==> src/rtl/fetch_ctrl_if.sv <==
// Bundle of signals between the fetch controller and the IF/EX pipeline
// stages. The pipeline side drives the PC, predecode, stall and branch
// resolution inputs. The controller side returns the IF PC-select controls.
interface fetch_ctrl_if #(
    parameter int XLEN = 32
);
    // IF-stage view
    logic [XLEN-1:0] if_pc;
    logic            if_is_branch;
    logic [XLEN-1:0] if_branch_target;

    // Stall sources
    logic            load_use;
    logic            imem_ready;

    // Branch resolution from EX
    logic            ex_valid;
    logic [XLEN-1:0] ex_pc;
    logic            ex_taken;
    logic [XLEN-1:0] ex_target;
    logic            ex_pred;

    // PC-select controls back to IF
    logic            NOP;
    logic            flush;
    logic            prediction;
    logic [XLEN-1:0] pc_branch;
    logic [XLEN-1:0] control_pc;
    logic [15:0]     mispredict_cnt;

    // Pipeline side: drives fetch/EX state, consumes PC-select controls
    modport master (
        output if_pc, if_is_branch, if_branch_target,
        output load_use, imem_ready,
        output ex_valid, ex_pc, ex_taken, ex_target, ex_pred,
        input  NOP, flush, prediction, pc_branch, control_pc, mispredict_cnt
    );

    // Controller side: consumes fetch/EX state, produces PC-select controls
    modport slave (
        input  if_pc, if_is_branch, if_branch_target,
        input  load_use, imem_ready,
        input  ex_valid, ex_pc, ex_taken, ex_target, ex_pred,
        output NOP, flush, prediction, pc_branch, control_pc, mispredict_cnt
    );
endinterface

==> src/rtl/fetch_ctrl.sv <==
// Fetch controller: sequences IF's PC-select inputs from a 2-bit saturating
// branch history table, EX branch resolution and stall requests.
// After reset the BHT is walked and cleared to weakly-not-taken while IF
// is held stalled. A mispredict produces a single FLUSH cycle that makes IF
// load the registered recovery PC.
module fetch_ctrl #(
    parameter int XLEN  = 32,
    parameter int IDX_W = 4
) (
    input  logic         clk,
    input  logic         rst,
    fetch_ctrl_if.slave  bus
);

    localparam int               BHT_DEPTH = 2 ** IDX_W;
    localparam logic [IDX_W-1:0] IDX_LAST  = {IDX_W{1'b1}};
    localparam logic [XLEN-1:0]  PC_STEP   = {{(XLEN-3){1'b0}}, 3'd4};

    typedef enum logic [1:0] {
        ST_INIT  = 2'd0,
        ST_RUN   = 2'd1,
        ST_FLUSH = 2'd2
    } state_t;

    // Next value of a 2-bit saturating counter after one resolved outcome
    function automatic logic [1:0] sat_update(input logic [1:0] ctr, input logic taken);
        logic [1:0] res;
        if (taken) begin
            if (ctr == 2'b11) begin
                res = 2'b11;
            end else begin
                res = ctr + 2'b01;
            end
        end else begin
            if (ctr == 2'b00) begin
                res = 2'b00;
            end else begin
                res = ctr - 2'b01;
            end
        end
        return res;
    endfunction

    state_t           state_r;
    state_t           state_next_s;
    logic [IDX_W-1:0] init_idx_r;
    logic [1:0]       bht_r [BHT_DEPTH];

    logic [XLEN-1:0]  control_pc_r;
    logic [15:0]      mispredict_cnt_r;

    logic [IDX_W-1:0] if_idx_s;
    logic [IDX_W-1:0] ex_idx_s;
    logic [1:0]       bht_rd_s;
    logic             stall_s;

    logic             nop_s;
    logic             flush_s;
    logic             pred_s;
    logic             mispredict_s;
    logic             bht_we_s;
    logic [IDX_W-1:0] bht_widx_s;
    logic [1:0]       bht_wdata_s;

    assign if_idx_s = bus.if_pc[IDX_W+1:2];
    assign ex_idx_s = bus.ex_pc[IDX_W+1:2];
    // Combinational read sees the pre-update value on a same-cycle write
    assign bht_rd_s = bht_r[if_idx_s];
    assign stall_s  = bus.load_use | ~bus.imem_ready;

    // Next-state, IF controls and BHT write port, with defaults assigned first
    always_comb begin
        state_next_s = state_r;
        nop_s        = 1'b0;
        flush_s      = 1'b0;
        pred_s       = 1'b0;
        mispredict_s = 1'b0;
        bht_we_s     = 1'b0;
        bht_widx_s   = {IDX_W{1'b0}};
        bht_wdata_s  = 2'b00;
        case (state_r)
            ST_INIT: begin
                // Clearing the table; EX results are meaningless here
                nop_s       = 1'b1;
                bht_we_s    = 1'b1;
                bht_widx_s  = init_idx_r;
                bht_wdata_s = 2'b01;
                if (init_idx_r == IDX_LAST) begin
                    state_next_s = ST_RUN;
                end else begin
                    state_next_s = ST_INIT;
                end
            end
            ST_RUN: begin
                nop_s  = stall_s;
                // A stall outranks prediction in IF, so suppress it
                pred_s = bus.if_is_branch & bht_rd_s[1] & ~stall_s;
                if (bus.ex_valid) begin
                    bht_we_s     = 1'b1;
                    bht_widx_s   = ex_idx_s;
                    bht_wdata_s  = sat_update(bht_r[ex_idx_s], bus.ex_taken);
                    mispredict_s = (bus.ex_taken != bus.ex_pred);
                end else begin
                    bht_we_s     = 1'b0;
                    mispredict_s = 1'b0;
                end
                if (mispredict_s) begin
                    state_next_s = ST_FLUSH;
                end else begin
                    state_next_s = ST_RUN;
                end
            end
            ST_FLUSH: begin
                // Flush wins in IF; a pending stall is applied in the next RUN cycle
                flush_s      = 1'b1;
                state_next_s = ST_RUN;
            end
            default: begin
                nop_s        = 1'b1;
                state_next_s = ST_INIT;
            end
        endcase
    end

    // State register; reset always restarts the table walk
    always_ff @(posedge clk) begin
        if (rst) begin
            state_r <= ST_INIT;
        end else begin
            state_r <= state_next_s;
        end
    end

    // Walk index for the post-reset table clear
    always_ff @(posedge clk) begin
        if (rst) begin
            init_idx_r <= {IDX_W{1'b0}};
        end else if (state_r == ST_INIT) begin
            init_idx_r <= init_idx_r + {{(IDX_W-1){1'b0}}, 1'b1};
        end else begin
            init_idx_r <= {IDX_W{1'b0}};
        end
    end

    // BHT storage; contents are rebuilt by the INIT walk so no reset is needed
    always_ff @(posedge clk) begin
        if (bht_we_s && !rst) begin
            bht_r[bht_widx_s] <= bht_wdata_s;
        end
    end

    // Recovery PC and mispredict counter, captured on a RUN-state mispredict
    always_ff @(posedge clk) begin
        if (rst) begin
            control_pc_r     <= {XLEN{1'b0}};
            mispredict_cnt_r <= 16'h0000;
        end else if (mispredict_s) begin
            control_pc_r     <= bus.ex_taken ? bus.ex_target : (bus.ex_pc + PC_STEP);
            mispredict_cnt_r <= mispredict_cnt_r + 16'h0001;
        end else begin
            control_pc_r     <= control_pc_r;
            mispredict_cnt_r <= mispredict_cnt_r;
        end
    end

    assign bus.NOP            = nop_s;
    assign bus.flush          = flush_s;
    assign bus.prediction     = pred_s;
    assign bus.pc_branch      = bus.if_branch_target;
    assign bus.control_pc     = control_pc_r;
    assign bus.mispredict_cnt = mispredict_cnt_r;

endmodule

==> src/flat_wrapper.sv <==
// flat-port wrapper written by rule: the top's interface ports become plain ports
module fetch_ctrl_flat 
#(
    parameter int XLEN  = 32,
    parameter int IDX_W = 4
)
  (clk, rst, bus_if_pc, bus_if_is_branch, bus_if_branch_target, bus_load_use, bus_imem_ready, bus_ex_valid, bus_ex_pc, bus_ex_taken, bus_ex_target, bus_ex_pred, bus_NOP, bus_flush, bus_prediction, bus_pc_branch, bus_control_pc, bus_mispredict_cnt);
  fetch_ctrl_if #(.XLEN(XLEN)) bus_i ();
  input  logic clk;
  input  logic rst;
  input wire logic [$bits(bus_i.if_pc)-1:0] bus_if_pc;
  input wire logic [$bits(bus_i.if_is_branch)-1:0] bus_if_is_branch;
  input wire logic [$bits(bus_i.if_branch_target)-1:0] bus_if_branch_target;
  input wire logic [$bits(bus_i.load_use)-1:0] bus_load_use;
  input wire logic [$bits(bus_i.imem_ready)-1:0] bus_imem_ready;
  input wire logic [$bits(bus_i.ex_valid)-1:0] bus_ex_valid;
  input wire logic [$bits(bus_i.ex_pc)-1:0] bus_ex_pc;
  input wire logic [$bits(bus_i.ex_taken)-1:0] bus_ex_taken;
  input wire logic [$bits(bus_i.ex_target)-1:0] bus_ex_target;
  input wire logic [$bits(bus_i.ex_pred)-1:0] bus_ex_pred;
  output wire logic [$bits(bus_i.NOP)-1:0] bus_NOP;
  output wire logic [$bits(bus_i.flush)-1:0] bus_flush;
  output wire logic [$bits(bus_i.prediction)-1:0] bus_prediction;
  output wire logic [$bits(bus_i.pc_branch)-1:0] bus_pc_branch;
  output wire logic [$bits(bus_i.control_pc)-1:0] bus_control_pc;
  output wire logic [$bits(bus_i.mispredict_cnt)-1:0] bus_mispredict_cnt;
  assign bus_i.if_pc = bus_if_pc;
  assign bus_i.if_is_branch = bus_if_is_branch;
  assign bus_i.if_branch_target = bus_if_branch_target;
  assign bus_i.load_use = bus_load_use;
  assign bus_i.imem_ready = bus_imem_ready;
  assign bus_i.ex_valid = bus_ex_valid;
  assign bus_i.ex_pc = bus_ex_pc;
  assign bus_i.ex_taken = bus_ex_taken;
  assign bus_i.ex_target = bus_ex_target;
  assign bus_i.ex_pred = bus_ex_pred;
  assign bus_NOP = bus_i.NOP;
  assign bus_flush = bus_i.flush;
  assign bus_prediction = bus_i.prediction;
  assign bus_pc_branch = bus_i.pc_branch;
  assign bus_control_pc = bus_i.control_pc;
  assign bus_mispredict_cnt = bus_i.mispredict_cnt;
  fetch_ctrl #(.XLEN(XLEN), .IDX_W(IDX_W)) u_core (.clk(clk), .rst(rst), .bus(bus_i));
endmodule
==> config.mk <==
export PLATFORM = sky130hd
export DESIGN_NAME = fetch_ctrl_flat
export DESIGN_NICKNAME = d
export VERILOG_FILES = /design/src/rtl/fetch_ctrl_if.sv /design/src/rtl/fetch_ctrl.sv /design/src/flat_wrapper.sv
export SDC_FILE = /design/constraint.sdc
export NUM_CORES = 1
export LEC_CHECK = 0
export CORE_MARGIN = 4
export CORE_UTILIZATION = 38
export CTS_CLUSTER_SIZE = 14
export DETAILED_ROUTE_END_ITERATION = 8
export PLACE_DENSITY_LB_ADDON = 0.15
export SKIP_LAST_GASP = 1
export SLEW_MARGIN = 20
export SYNTH_ARGS = -nofsm -noshare
export SYNTH_HDL_FRONTEND = slang
export SYNTH_SLANG_ARGS = --single-unit
==> constraint.sdc <==
create_clock -name clk -period 2.6 [get_ports clk]
set_input_delay 0.52 -clock clk [delete_from_list [all_inputs] [get_ports clk]]
set_output_delay 0.52 -clock clk [all_outputs]
set_load 0.05 [all_outputs]
==> reports/qor.yml, run 1 <==
run_status:
  outcome: "finished, final reports clean"
global_routing:
  grt_antenna_before_repair: 0
  global_route_usage_over_all_layers_pct: 18.51
  vias_in_the_first_global_route: 4108
  grt_pass1_wl_um: 21060
  total_gr_overflow: 0
  pin_count_of_the_biggest_net_entering_global_routing: 36
clock_tree:
  tritoncts: "done"
  clk_pin_slew_worst_paths_ns: 0.06
  cts_root_buf: "sky130_fd_sc_hd__clkbuf_16"
  clock_path_buffers: 2
  post_cts_repair_setup_buffers: 0
  post_cts_hold_buffer_count: 0
  numClockSinks: 86
  worst_skew_pair.late_latency_ns: 0.34
  cts-htree-levels: 3
  tritoncts.num_buffers: 9
route:
  antenna_violating_nets_post_route: 0
  totalWireLength_um: 13520
  detailroute.wirelength.met2_um: 6580
  post-route-drc-count: 0
  routed-via-count: 4195
  met1_length_um: 5789
  wl_met3_um: 828
  violation_count_after_the_first_detailed_routing_iteration: 258
  drt-wirelength-per-cell_um: 16.94
  vias_per_cell: 5.257
  highest_layer: "met4"
  drt-pass1-iter-count: 5
yosys:
  synth-warning-count: 0
  largest_family_of_logic_cells_by_synthesized_area: "simple AND/OR/NAND/NOR gates"
  syn-num-nets: 651
  synth-seq-cells: 86
  synth_top_cell_area_share_pct: 22.19
  synth_top_area_cell: "sky130_fd_sc_hd__dfxtp_1"
  synth_xor_xnor_area_share_pct: 6.447
  synth_compound_gate_area_share_pct: 11.76
  post_synthesis_mean_instance_area_um2: 9.514
  synth_cells: 512
  synth.yosys.seq_area_share_pct: 41.92
  asyncSetResetFlopFracSynth_pct: 0
  ys_top_cells_by_area: "sky130_fd_sc_hd__dfxtp_1 22%, sky130_fd_sc_hd__edfxtp_1 20%, sky130_fd_sc_hd__buf_4 5.5%"
  post_synth_and_or_nand_nor_area_fraction_pct: 22.84
  synth_ff_type: "sky130_fd_sc_hd__dfxtp_1"
  yosys-mux-area-fraction_pct: 7.347
  synth-adder-area-share_pct: 0.7706
  synthesis.area_mm2: 0.004871
  netlist-cell-type-count: 54
  synth_enable_flop_cells: 32
final_layout:
  area_delta_synth_final_pct: 33.96
  filler_cell_count: 1170
  final_layout_size_suffix_gt1_share_pct: 11.98
  nets: 760
  number_of_antenna_diodes: 0
  final_core_utilization_pct: 51.92
timing:
  period_minus_slack_ns: 2.564
  max_clock_freq_mhz: 390.0
  unrepaired_setup_endpoints_after_global_routing: "true"
  hold_violations: 0
  fin_skew_ns: 0.006202
  timing_max_transition_violations_final: 0
  report.final.setup_viol: 0
  relSlewSlack_pct: 62.68
  layout_setup_ws_ns: 0.03595
  fin_crit_sh_pct: 98.62
  sum_neg_setup_slack_ns: 0
  transition_time_at_the_pin_with_the_least_slew_margin_ns: 0.5580
  worst_hold_slack_ns: 0.4536
die:
  top_ports: 219
  floorplan.die.width_um: 121.2
  effective_utilization_at_floorplan_pct: 38.76
  core_area_mm2: 0.01257
  num_rows: 41
  die_area_mm2: 0.01469
  die_h_um: 121.2
setup_path:
  worstPathRequired_ns: 2.08
  critical_path.max_fanout: 2
  critical-path-top-cell-by-count: "sky130_fd_sc_hd__mux4_2"
  crit_path_start_kind: "flip-flop"
  crit_path_cell_trace: "mux4_2 > mux4_2 > and3_4 > buf_6"
  setup.worst_path.end_class: "output port"
  critical-path-max-stage-delay_ns: 0.49
  critical-path-slowest-cell: "sky130_fd_sc_hd__mux4_2"
  timing_worst_setup_path_type: "reg -> out"
  cp_data_arrival_time_ns: 2.04
pwr:
  p_clk_share_pct: 40.2
  vdd_ir_drop_max_uv: 382.0
  combPwrFrac_pct: 11.6
  static-leakage-power_nw: 2.329
  power_density_mw_per_mm2: 445.1
  seq_power_share_pct: 48.3
  internal-power_w: 0.002218
  netSwitchingPower_w: 0.0006863
  netSwitchingFraction_pct: 23.63
placement:
  finalWeightedCongestion: 0.8265
  dp_slack_ns: -0.6887
  placement.io_buffers: 126
  dp.final_hpwl_um: 10190
min_path:
  worst_hold_path_type: "reg -> reg"
flow_run:
  timing.max_cap.violations: 0
[repair_timing]
action / CTS / global route
resized for setup: 10 / 5
hold endpoints to repair: 0 / 0
endpoints found under the setup margin: 33 / 10
gates cloned: 1 / 0
pin swaps: 3 / 1
[layout by cell type (no fill, tap or decap), types with 13 or more instances in the layout]
cell type                         Yosys  final
sky130_fd_sc_hd__a21oi_1             25     25
sky130_fd_sc_hd__buf_4               36     30
sky130_fd_sc_hd__nor2_1              53     53
sky130_fd_sc_hd__nand2_1             47     47
sky130_fd_sc_hd__nand3_1             21     20
sky130_fd_sc_hd__xor2_1              17     17
sky130_fd_sc_hd__o21ai_0             14     14
sky130_fd_sc_hd__nand4_1             13     13
sky130_fd_sc_hd__xnor2_1             17     17
sky130_fd_sc_hd__and3_1              14     13
sky130_fd_sc_hd__edfxtp_1            32     32
sky130_fd_sc_hd__dfxtp_1             54     53
sky130_fd_sc_hd__clkdlybuf4s50_1      0    119
[worst paths after layout]
check | start | to | slack, ns | cells past startpoint
worst max register to register | u_core.bht_r[13][0] | u_core.bht_r[3][0] | 0.40 | 5
worst min register to register | u_core.bus.control_pc[4] | u_core.bus.control_pc[4] | 0.45 | 2
worst max-delay path | u_core.bht_r[11][1] | bus_prediction | 0.04 | 4
worst min-delay path | u_core.bus.control_pc[4] | u_core.bus.control_pc[4] | 0.45 | 2
[Yosys cell counts (4+ instances only)]
cell type	number
sky130_fd_sc_hd__o22ai_1	8
sky130_fd_sc_hd__nand2b_1	6
sky130_fd_sc_hd__nor2_1	53
sky130_fd_sc_hd__o211ai_1	4
sky130_fd_sc_hd__buf_2	8
sky130_fd_sc_hd__clkbuf_1	13
sky130_fd_sc_hd__nand2_1	47
sky130_fd_sc_hd__nor4_1	8
sky130_fd_sc_hd__nor3_1	12
sky130_fd_sc_hd__mux4_1	4
sky130_fd_sc_hd__and4_1	4
sky130_fd_sc_hd__buf_4	36
sky130_fd_sc_hd__xnor2_1	17
sky130_fd_sc_hd__inv_1	12
sky130_fd_sc_hd__nor2b_1	9
sky130_fd_sc_hd__or3_1	9
sky130_fd_sc_hd__a211oi_1	4
sky130_fd_sc_hd__xor2_1	17
sky130_fd_sc_hd__mux4_2	9
sky130_fd_sc_hd__dfxtp_1	54
sky130_fd_sc_hd__a31oi_1	10
sky130_fd_sc_hd__a21oi_1	25
sky130_fd_sc_hd__nand3_1	21
sky130_fd_sc_hd__mux2i_1	5
sky130_fd_sc_hd__and3_1	14
sky130_fd_sc_hd__o21ai_0	14
sky130_fd_sc_hd__nand4_1	13
sky130_fd_sc_hd__edfxtp_1	32
[logic make-up after synthesis]
logic type / count (synthesis)
muxes: 18
xor gates and xnor gates: 35
and+or+nand+nor: 209
buffers and inverters: 72
DFF: 86
AOI/OAI and AO/OA: 89
adders and majority gates: 3
[sequential cells by signal, indices dropped and copies added, names as in the netlist]
name / cells
u_core.init_idx_r: 4
u_core.state_r: 2
u_core.bus.control_pc: 32
u_core.bus.mispredict_cnt: 16
u_core.bht_r: 32
[worst max-delay path: cells and delay by family, from the launching register on]
family,cells,cell delay (ns)
simple gates,1,0.20
mux,2,0.95
flops,1,0.42
buf+inv,1,0.14
[power groups by stage]
stage	Clock, W	Combinational (W)	Sequential (W)
floorplan	0	0.000277	0.00143
global placement	0	0.000326	0.00143
detailed placement	0	0.000329	0.00143
CTS	0.00121	0.000335	0.00140
global route	0.00127	0.000364	0.00140
finish	0.00117	0.000336	0.00140
[area by class of cell]
| cell class | count | area [µm²] | share of cell area (%) |
|---|---|---|---|
| Inverter | 12 | 45.04 | 0.6903 |
| Multi-Input combinational cell | 355 | 2460 | 37.70 |
| Clock inverter | 4 | 25.02 | 0.3835 |
| Tap cell | 172 | 215.2 | 3.298 |
| Clock buffer | 12 | 236.5 | 3.624 |
| Timing Repair Buffer | 157 | 1500 | 22.99 |
| Sequential cell | 86 | 2043 | 31.31 |
[metal layers]
metal	vias to the layer above	global-route usage, %
li1	2057	-
met1	1976	23.28
met2	134	30.08
met3	28	4.802
met4	0	8.053
met5	-	0
[through the flow]
step                      total power, W  std cells  area, µm²
final                           0.002904        798       6525
after global routing            0.003039        798       6525
after CTS                       0.002943        798       6521
after detailed placement        0.001760        781       6207
after global placement          0.001756        781       6207
after floorplan                 0.001706        512       4877
Note: power is estimated with default switching activity, not from simulation.
==> inputs of run 2 (changes only) <==
ABC_AREA = 1   (was unset)
CORE_UTILIZATION = 39   (was 38)
==> run 2 against run 1 <==
Effect of this change: global-route usage is 2.5 points higher; register-to-register slack better by 0.34 ns; clock skew is 0.00082 ns lower.
==> reports/qor.yml, run 2 <==
final_layout:
  layout_common_cells: "177 x sky130_fd_sc_hd__nand2_1, 130 x sky130_fd_sc_hd__nor2_1, 123 x sky130_fd_sc_hd__clkdlybuf4s50_1"
  area_delta_synth_final_pct: 32.35
  number_of_antenna_diodes: 0  # unchanged
  final_layout_size_suffix_gt1_share_pct: 6.982  # -5.0 points
  nets: 979  # +29%
  mostFrequentLayoutCell: "sky130_fd_sc_hd__nand2_1"
timing:
  unrepaired_setup_endpoints_after_global_routing: "false"
  sum_neg_setup_slack_ns: 0  # unchanged
  fin_crit_sh_pct: 95.79  # -2.8 points
  transition_time_at_the_pin_with_the_least_slew_margin_ns: 0.5867  # +0.02872 ns
  period_minus_slack_ns: 2.491  # -0.07346 ns
  report.final.setup_viol: 0  # unchanged
  timing_max_transition_violations_final: 0  # unchanged
  relSlewSlack_pct: 60.76  # -1.9 points
  max_clock_freq_mhz: 401.5  # +2.9%
  fin_skew_ns: 0.005386  # -0.0008159 ns
  hold_violations: 0  # unchanged
  worst_hold_slack_ns: 0.4728  # +0.01921 ns
setup_path:
  crit_path_start_kind: "input port"
  critical-path-slowest-cell: "sky130_fd_sc_hd__clkdlybuf4s50_1"
  crit_path_cell_trace: "clkdlybuf4s50_1 > o21ai_0 > a21oi_1 > o21ai_0 > and3_1 > nor2_2 > buf_12"
  critical-path-max-stage-delay_ns: 0.61  # +0.12 ns
  reg2reg_slack_ns: 0.74  # +0.34 ns
  cp_data_arrival_time_ns: 1.97  # -0.07 ns
  critical_path.reg2reg.startpoint: "u_core.state_r[1]"
  critical-path-top-cell-by-count: "sky130_fd_sc_hd__o21ai_0"
  critical_path.max_fanout: 7  # +5
  worstPathRequired_ns: 2.08  # about the same
  timing_worst_setup_path_type: "in -> out"
  reg2reg_path_depth: 5  # unchanged
  setup.worst_path.end_class: "output port"
  rr_endpoint: "u_core.bht_r[15][1]"
yosys:
  post_synthesis_mean_instance_area_um2: 6.982  # -27%
  synth_top_cell_area_share_pct: 20.98  # -1.2 points
  syn-num-nets: 877  # +35%
  netlist-cell-type-count: 42  # -22%
  synth_most_common_cell: "sky130_fd_sc_hd__nand2_1"
  synth-seq-cells: 86  # unchanged
  synth_ff_type: "sky130_fd_sc_hd__dfxtp_1"
  synth_commonest_cells: "177 x sky130_fd_sc_hd__nand2_1, 131 x sky130_fd_sc_hd__nor2_1, 56 x sky130_fd_sc_hd__a21oi_1, 56 x sky130_fd_sc_hd__inv_1, 54 x sky130_fd_sc_hd__dfxtp_1"
  synth_cells: 738  # +44%
  synthesis.area_mm2: 0.005152  # +5.8%
  asyncSetResetFlopFracSynth_pct: 0  # unchanged
  synth.yosys.seq_area_share_pct: 39.63  # -2.3 points
  synth_enable_flop_cells: 32  # unchanged
  synth-warning-count: 0  # unchanged
  ys_top_cells_by_area: "sky130_fd_sc_hd__dfxtp_1 21%, sky130_fd_sc_hd__edfxtp_1 19%, sky130_fd_sc_hd__nand2_1 13%"
  synth_top_area_cell: "sky130_fd_sc_hd__dfxtp_1"
global_routing:
  global_route_usage_over_all_layers_pct: 20.97  # +2.5 points
  total_gr_overflow: 0  # unchanged
  vias_in_the_first_global_route: 5098  # +24%
  pin_count_of_the_biggest_net_entering_global_routing: 39  # +8.3%
  grt_pass1_wl_um: 25120  # +19%
  grt_antenna_before_repair: 1  # +1
pwr:
  vdd_ir_drop_max_uv: 411.1  # +7.6%
  static-leakage-power_nw: 2.663  # +14%
  power_density_mw_per_mm2: 460.9  # +3.5%
clock_tree:
  post_cts_repair_setup_buffers: 0  # unchanged
  cts_root_buf: "sky130_fd_sc_hd__clkbuf_16"
  numClockSinks: 86  # unchanged
  post_cts.resized_instances: 0  # -10
  tritoncts.num_buffers: 9  # unchanged
  cts-htree-levels: 3  # unchanged
  worst_skew_pair.late_latency_ns: 0.34  # about the same
  clock_path_buffers: 2  # unchanged
  post_cts_hold_buffer_count: 0  # unchanged
  tritoncts: "done"
  clk_pin_slew_worst_paths_ns: 0.07  # about the same
min_path:
  worst_hold_path_type: "reg -> reg"
  worst_hold_path.endpoint: "u_core.bus.control_pc[26]"
  timing.hold.worst_path_depth: 2  # unchanged
  min-delay-start: "u_core.bus.control_pc[26]"
route:
  antenna_violating_nets_post_route: 0  # unchanged
  routed-via-count: 5137  # +22%
  vias_per_cell: 5.051  # -3.9%
  wl_met3_um: 1098  # +33%
  highest_layer: "met5"
  drt-pass1-iter-count: 5  # unchanged
  totalWireLength_um: 15440  # +14%
  violation_count_after_the_first_detailed_routing_iteration: 310  # +20%
  detailroute.wirelength.met2_um: 7577  # +15%
  met1_length_um: 6404  # +11%
  post-route-drc-count: 0  # unchanged
  drt-wirelength-per-cell_um: 15.18  # -10%
die:
  num_rows: 41  # unchanged
  effective_utilization_at_floorplan_pct: 40.34  # +1.6 points
  die_h_um: 122.9  # +1.4%
  floorplan.die.width_um: 122.9  # +1.4%
  core_area_mm2: 0.01277  # +1.6%
  die_area_mm2: 0.01511  # +2.9%
  top_ports: 219  # unchanged
placement:
  finalWeightedCongestion: 0.9103  # +10%
  dp.final_hpwl_um: 11940  # +17%
  placement.io_buffers: 126  # unchanged
flow_run:
  timing.max_cap.violations: 0  # unchanged
run_status:
  outcome: "finished, final reports clean"
[run 2: metrics by stage]
stage | total power [W] | cell area [µm²] | setup slack [ns] | instances | utilization (%)
after floorplan | 0.001731 | 5152 | 0.2901 | 738 | -
after global placement | 0.001801 | 6494 | 0.04878 | 1001 | 50.84
after detailed placement | 0.001805 | 6494 | 0.01745 | 1001 | 50.84
after CTS | 0.003166 | 6810 | 0.01513 | 1017 | 53.32
after global routing | 0.003254 | 6819 | 0.004505 | 1017 | 53.38
final | 0.003143 | 6819 | 0.1094 | 1017 | 53.38
[run 2: worst max-delay path, delay by kind of cell]
family                 cells  cell delay [ns]
AND/OR/NAND/NOR            2             0.32
buffers and inverters      2             0.76
AO/OA/AOI/OAI              3             0.36
[run 2: power by group]
| group | internal (W) | switching [W] | leakage [nW] |
|---|---|---|---|
| Clock | 0.000809 | 0.000556 | 0.160 |
| Combinational | 0.000181 | 0.000196 | 1.78 |
| Sequential | 0.00140 | 0.00000517 | 0.727 |
[run 2: area by class of cell]
| class | count | area (µm²) |
|---|---|---|
| flip-flops and latches | 86 | 2042 |
| inverters | 59 | 221.5 |
| well taps | 172 | 215.2 |
| clock inverters | 6 | 66.31 |
| repair buffers | 148 | 1490 |
| fillers | 1227 | 5954 |
| multi-input cells | 536 | 2534 |
| clock buffers | 10 | 250.2 |
[run 2: layer usage]
layer | global-route usage [%] | vias to the layer above
met3 | 5.489 | 37
met1 | 25.89 | 2330
met4 | 7.558 | 2
met5 | 0 | -
li1 | - | 2583
met2 | 35.33 | 185
[run 2: worst max-delay path by stage]
stage | start | to | cells past startpoint
3_3_place_gp | bus_if_pc[2] | bus_prediction | 8
4_1_cts | bus_if_pc[2] | bus_prediction | 8
3_5_place_dp | bus_if_pc[2] | bus_prediction | 8
5_1_grt | bus_if_pc[3] | bus_prediction | 7
6_report | bus_if_pc[3] | bus_prediction | 7
2_1_floorplan | bus_if_pc[2] | bus_prediction | 5
[run 2: cells by family after synthesis]
| kind of cell | share of synthesized area, % |
|---|---|
| compound gates | 13.04 |
| xor+xnor | 2.550 |
| fa+ha+maj | 0.7286 |
| buf+inv | 11.24 |
| flops | 39.63 |
| simple gates | 32.81 |
==> inputs of run 3 (changes only) <==
CORE_UTILIZATION = 24   (was 39)
CTS_BUF_LIST = sky130_fd_sc_hd__clkbuf_8   (was unset)
clock period = 3.1 ns   (was 2.6 ns; I/O delays follow)
==> run 3 against run 2 <==
Effect of this change: non-clock buffer count down 9; clock power decreased by 32%; final area shrank 1.3%; cell count increased by 9.3%; critical path type unchanged; combinational power is 18% lower; sequential cell count unchanged; via count down 4.9%; routed wire length rose by 9.1%; global-route usage is 6.6 points lower; count of clock-buffer cells in the layout fell by 1; worst hold slack lost 0.0025 ns; first-iteration DRC count shrank 6.1%; highest routed layer unchanged.
==> reports/qor.yml, run 3 (synthesis gave the netlist of run 2 again) <==
timing:
  hold_violations: 0  # unchanged
  timing_max_transition_violations_final: 0  # unchanged
  fin_crit_sh_pct: 92.89
  period_minus_slack_ns: 2.879
  report.final.setup_viol: 0  # unchanged
  transition_time_at_the_pin_with_the_least_slew_margin_ns: 0.6025  # +0.01584 ns
  sum_neg_setup_slack_ns: 0  # unchanged
  fin_skew_ns: 0.01464  # +0.009250 ns
  relSlewSlack_pct: 59.41  # -1.4 points
  unrepaired_setup_endpoints_after_global_routing: "false"
  max_clock_freq_mhz: 347.3
clock_tree:
  post_cts_hold_buffer_count: 0  # unchanged
  cts-htree-levels: 3  # unchanged
  numClockSinks: 86  # unchanged
  clk_pin_slew_worst_paths_ns: 0.09  # +0.02 ns
  post_cts_repair_setup_buffers: 0  # unchanged
  tritoncts.num_buffers: 9  # unchanged
  tritoncts: "done"
  worst_skew_pair.late_latency_ns: 0.39  # +0.05 ns
  clock_path_buffers: 2  # unchanged
  cts_root_buf: "sky130_fd_sc_hd__clkbuf_8"
  post_cts.resized_instances: 0  # unchanged
setup_path:
  timing_worst_setup_path_type: "in -> out"
  critical_path.reg2reg.startpoint: "u_core.state_r[1]"
  critical_path.max_fanout: 16  # +9
  cp_data_arrival_time_ns: 2.26  # +0.29 ns
  setup.worst_path.end_class: "output port"
  crit_path_cell_trace: "clkdlybuf4s50_1 > o21ai_0 > a21oi_1 > o21ai_0 > and3_1 > nor2_1 > buf_12"
  rr_endpoint: "u_core.bht_r[4][0]"
  reg2reg_path_depth: 7  # +2
  crit_path_start_kind: "input port"
  worstPathRequired_ns: 2.48  # +0.40 ns
  critical-path-slowest-cell: "sky130_fd_sc_hd__clkdlybuf4s50_1"
  reg2reg_slack_ns: 1.19  # +0.45 ns
  critical-path-top-cell-by-count: "sky130_fd_sc_hd__o21ai_0"
  critical-path-max-stage-delay_ns: 0.77  # +0.16 ns
min_path:
  worst_hold_path_type: "reg -> reg"
  min-delay-start: "u_core.bus.control_pc[9]"
  worst_hold_path.endpoint: "u_core.bus.control_pc[9]"
  timing.hold.worst_path_depth: 2  # unchanged
global_routing:
  pin_count_of_the_biggest_net_entering_global_routing: 40  # +2.6%
  grt_pass1_wl_um: 26970  # +7.4%
  total_gr_overflow: 0  # unchanged
  global_route_usage_over_all_layers_pct: 14.33  # -6.6 points
  grt_antenna_before_repair: 1  # unchanged
  vias_in_the_first_global_route: 4895  # -4.0%
final_layout:
  final_layout_size_suffix_gt1_share_pct: 5.622  # -1.4 points
  filler_cell_count: 2317  # +89%
  area_delta_synth_final_pct: 30.62
  sequential_cell_area_mm2: 0.002042  # unchanged
  layout_common_cells: "177 x sky130_fd_sc_hd__nand2_1, 131 x sky130_fd_sc_hd__nor2_1, 125 x sky130_fd_sc_hd__clkdlybuf4s50_1"
  multi_input_comb_area_mm2: 0.002531  # about the same
  final_core_utilization_pct: 31.92  # -21 points
  mostFrequentLayoutCell: "sky130_fd_sc_hd__nand2_1"
  nets: 970  # -0.92%
pwr:
  vdd_ir_drop_max_uv: 226.3  # -45%
  power_density_mw_per_mm2: 358.0  # -22%
  netSwitchingPower_w: 0.0006400  # -16%
  netSwitchingFraction_pct: 26.56  # +2.5 points
  combPwrFrac_pct: 12.8  # +0.8 points
  internal-power_w: 0.001769  # -26%
  seq_power_share_pct: 48.7  # +4.1 points
  static-leakage-power_nw: 2.535  # -4.8%
  p_clk_share_pct: 38.5  # -4.9 points
flow_run:
  timing.max_cap.violations: 0  # unchanged
die:
  die_h_um: 154.5  # +26%
  die_area_mm2: 0.02388  # +58%
  top_ports: 219  # unchanged
  effective_utilization_at_floorplan_pct: 24.43  # -16 points
  core_area_mm2: 0.02109  # +65%
  num_rows: 53  # +29%
  floorplan.die.width_um: 154.5  # +26%
route:
  antenna_violating_nets_post_route: 0  # unchanged
  drt-wirelength-per-cell_um: 15.14  # -0.23%
  vias_per_cell: 4.393  # -13%
  violation_count_after_the_first_detailed_routing_iteration: 291  # -6.1%
  drt-pass1-iter-count: 4  # -1
  totalWireLength_um: 16840  # +9.1%
  routed-via-count: 4885  # -4.9%
  post-route-drc-count: 0  # unchanged
placement:
  finalWeightedCongestion: 0.8678  # -4.7%
  placement.io_buffers: 126  # unchanged
  dp.final_hpwl_um: 12970  # +8.6%
run_status:
  outcome: "finished, final reports clean"
-- run 3: routing by layer --
metal | GRT usage [%] | wire (µm) | share of wire, %
met5 | 0 | 13 | 0.077
met4 | 4.037 | 170 | 1.0
met3 | 4.337 | 1180 | 7.0
met2 | 23.71 | 7817 | 46
met1 | 18.13 | 7657 | 45
-- run 3: power by group through the flow --
| stage | Sequential (W) | Combinational, W | Clock, W |
|---|---|---|---|
| 2_1_floorplan | 0.00120 | 0.000254 | 0 |
| 3_3_place_gp | 0.00120 | 0.000311 | 0 |
| 3_5_place_dp | 0.00120 | 0.000311 | 0 |
| 4_1_cts | 0.00117 | 0.000313 | 0.000958 |
| 5_1_grt | 0.00118 | 0.000345 | 0.000999 |
| 6_report | 0.00117 | 0.000308 | 0.000928 |
-- run 3: final cells by class --
cell class | count | share of cell area (%)
Multi-Input combinational cell | 536 | 37.61
Sequential cell | 86 | 30.34
Timing Repair Buffer | 139 | 20.34
Tap cell | 275 | 5.112
Inverter | 59 | 3.291
Clock buffer | 9 | 1.840
Clock inverter | 7 | 1.431
Antenna cell | 1 | 0.03718
-- run 3: worst max-delay path, delay by kind of cell --
family          cells  cell delay [ns]
simple gates        2             0.34
compound gates      3             0.36
buf+inv             2             0.93
-- run 3: worst max path at each step --
stage	startpoint	cells past startpoint	end
2_1_floorplan	bus_if_pc[2]	5	bus_prediction
3_3_place_gp	bus_if_pc[2]	7	bus_prediction
3_5_place_dp	bus_if_pc[2]	7	bus_prediction
4_1_cts	bus_if_pc[2]	7	bus_prediction
5_1_grt	bus_if_pc[2]	7	bus_prediction
6_report	bus_if_pc[2]	7	bus_prediction
-- run 3: stage by stage --
stage | worst slack, ns | hold slack, ns | instances | cell area, µm² | total power [W]
2_1_floorplan | 0.5901 | 0.4301 | 738 | 5152 | 0.001452
3_3_place_gp | 0.2025 | 0.4547 | 1095 | 6507 | 0.001511
3_5_place_dp | 0.2146 | 0.4558 | 1095 | 6507 | 0.001511
4_1_cts | 0.2076 | 0.4740 | 1111 | 6728 | 0.002444
5_1_grt | 0.005024 | 0.4970 | 1111 | 6728 | 0.002520
6_report | 0.2205 | 0.4703 | 1112 | 6730 | 0.002409
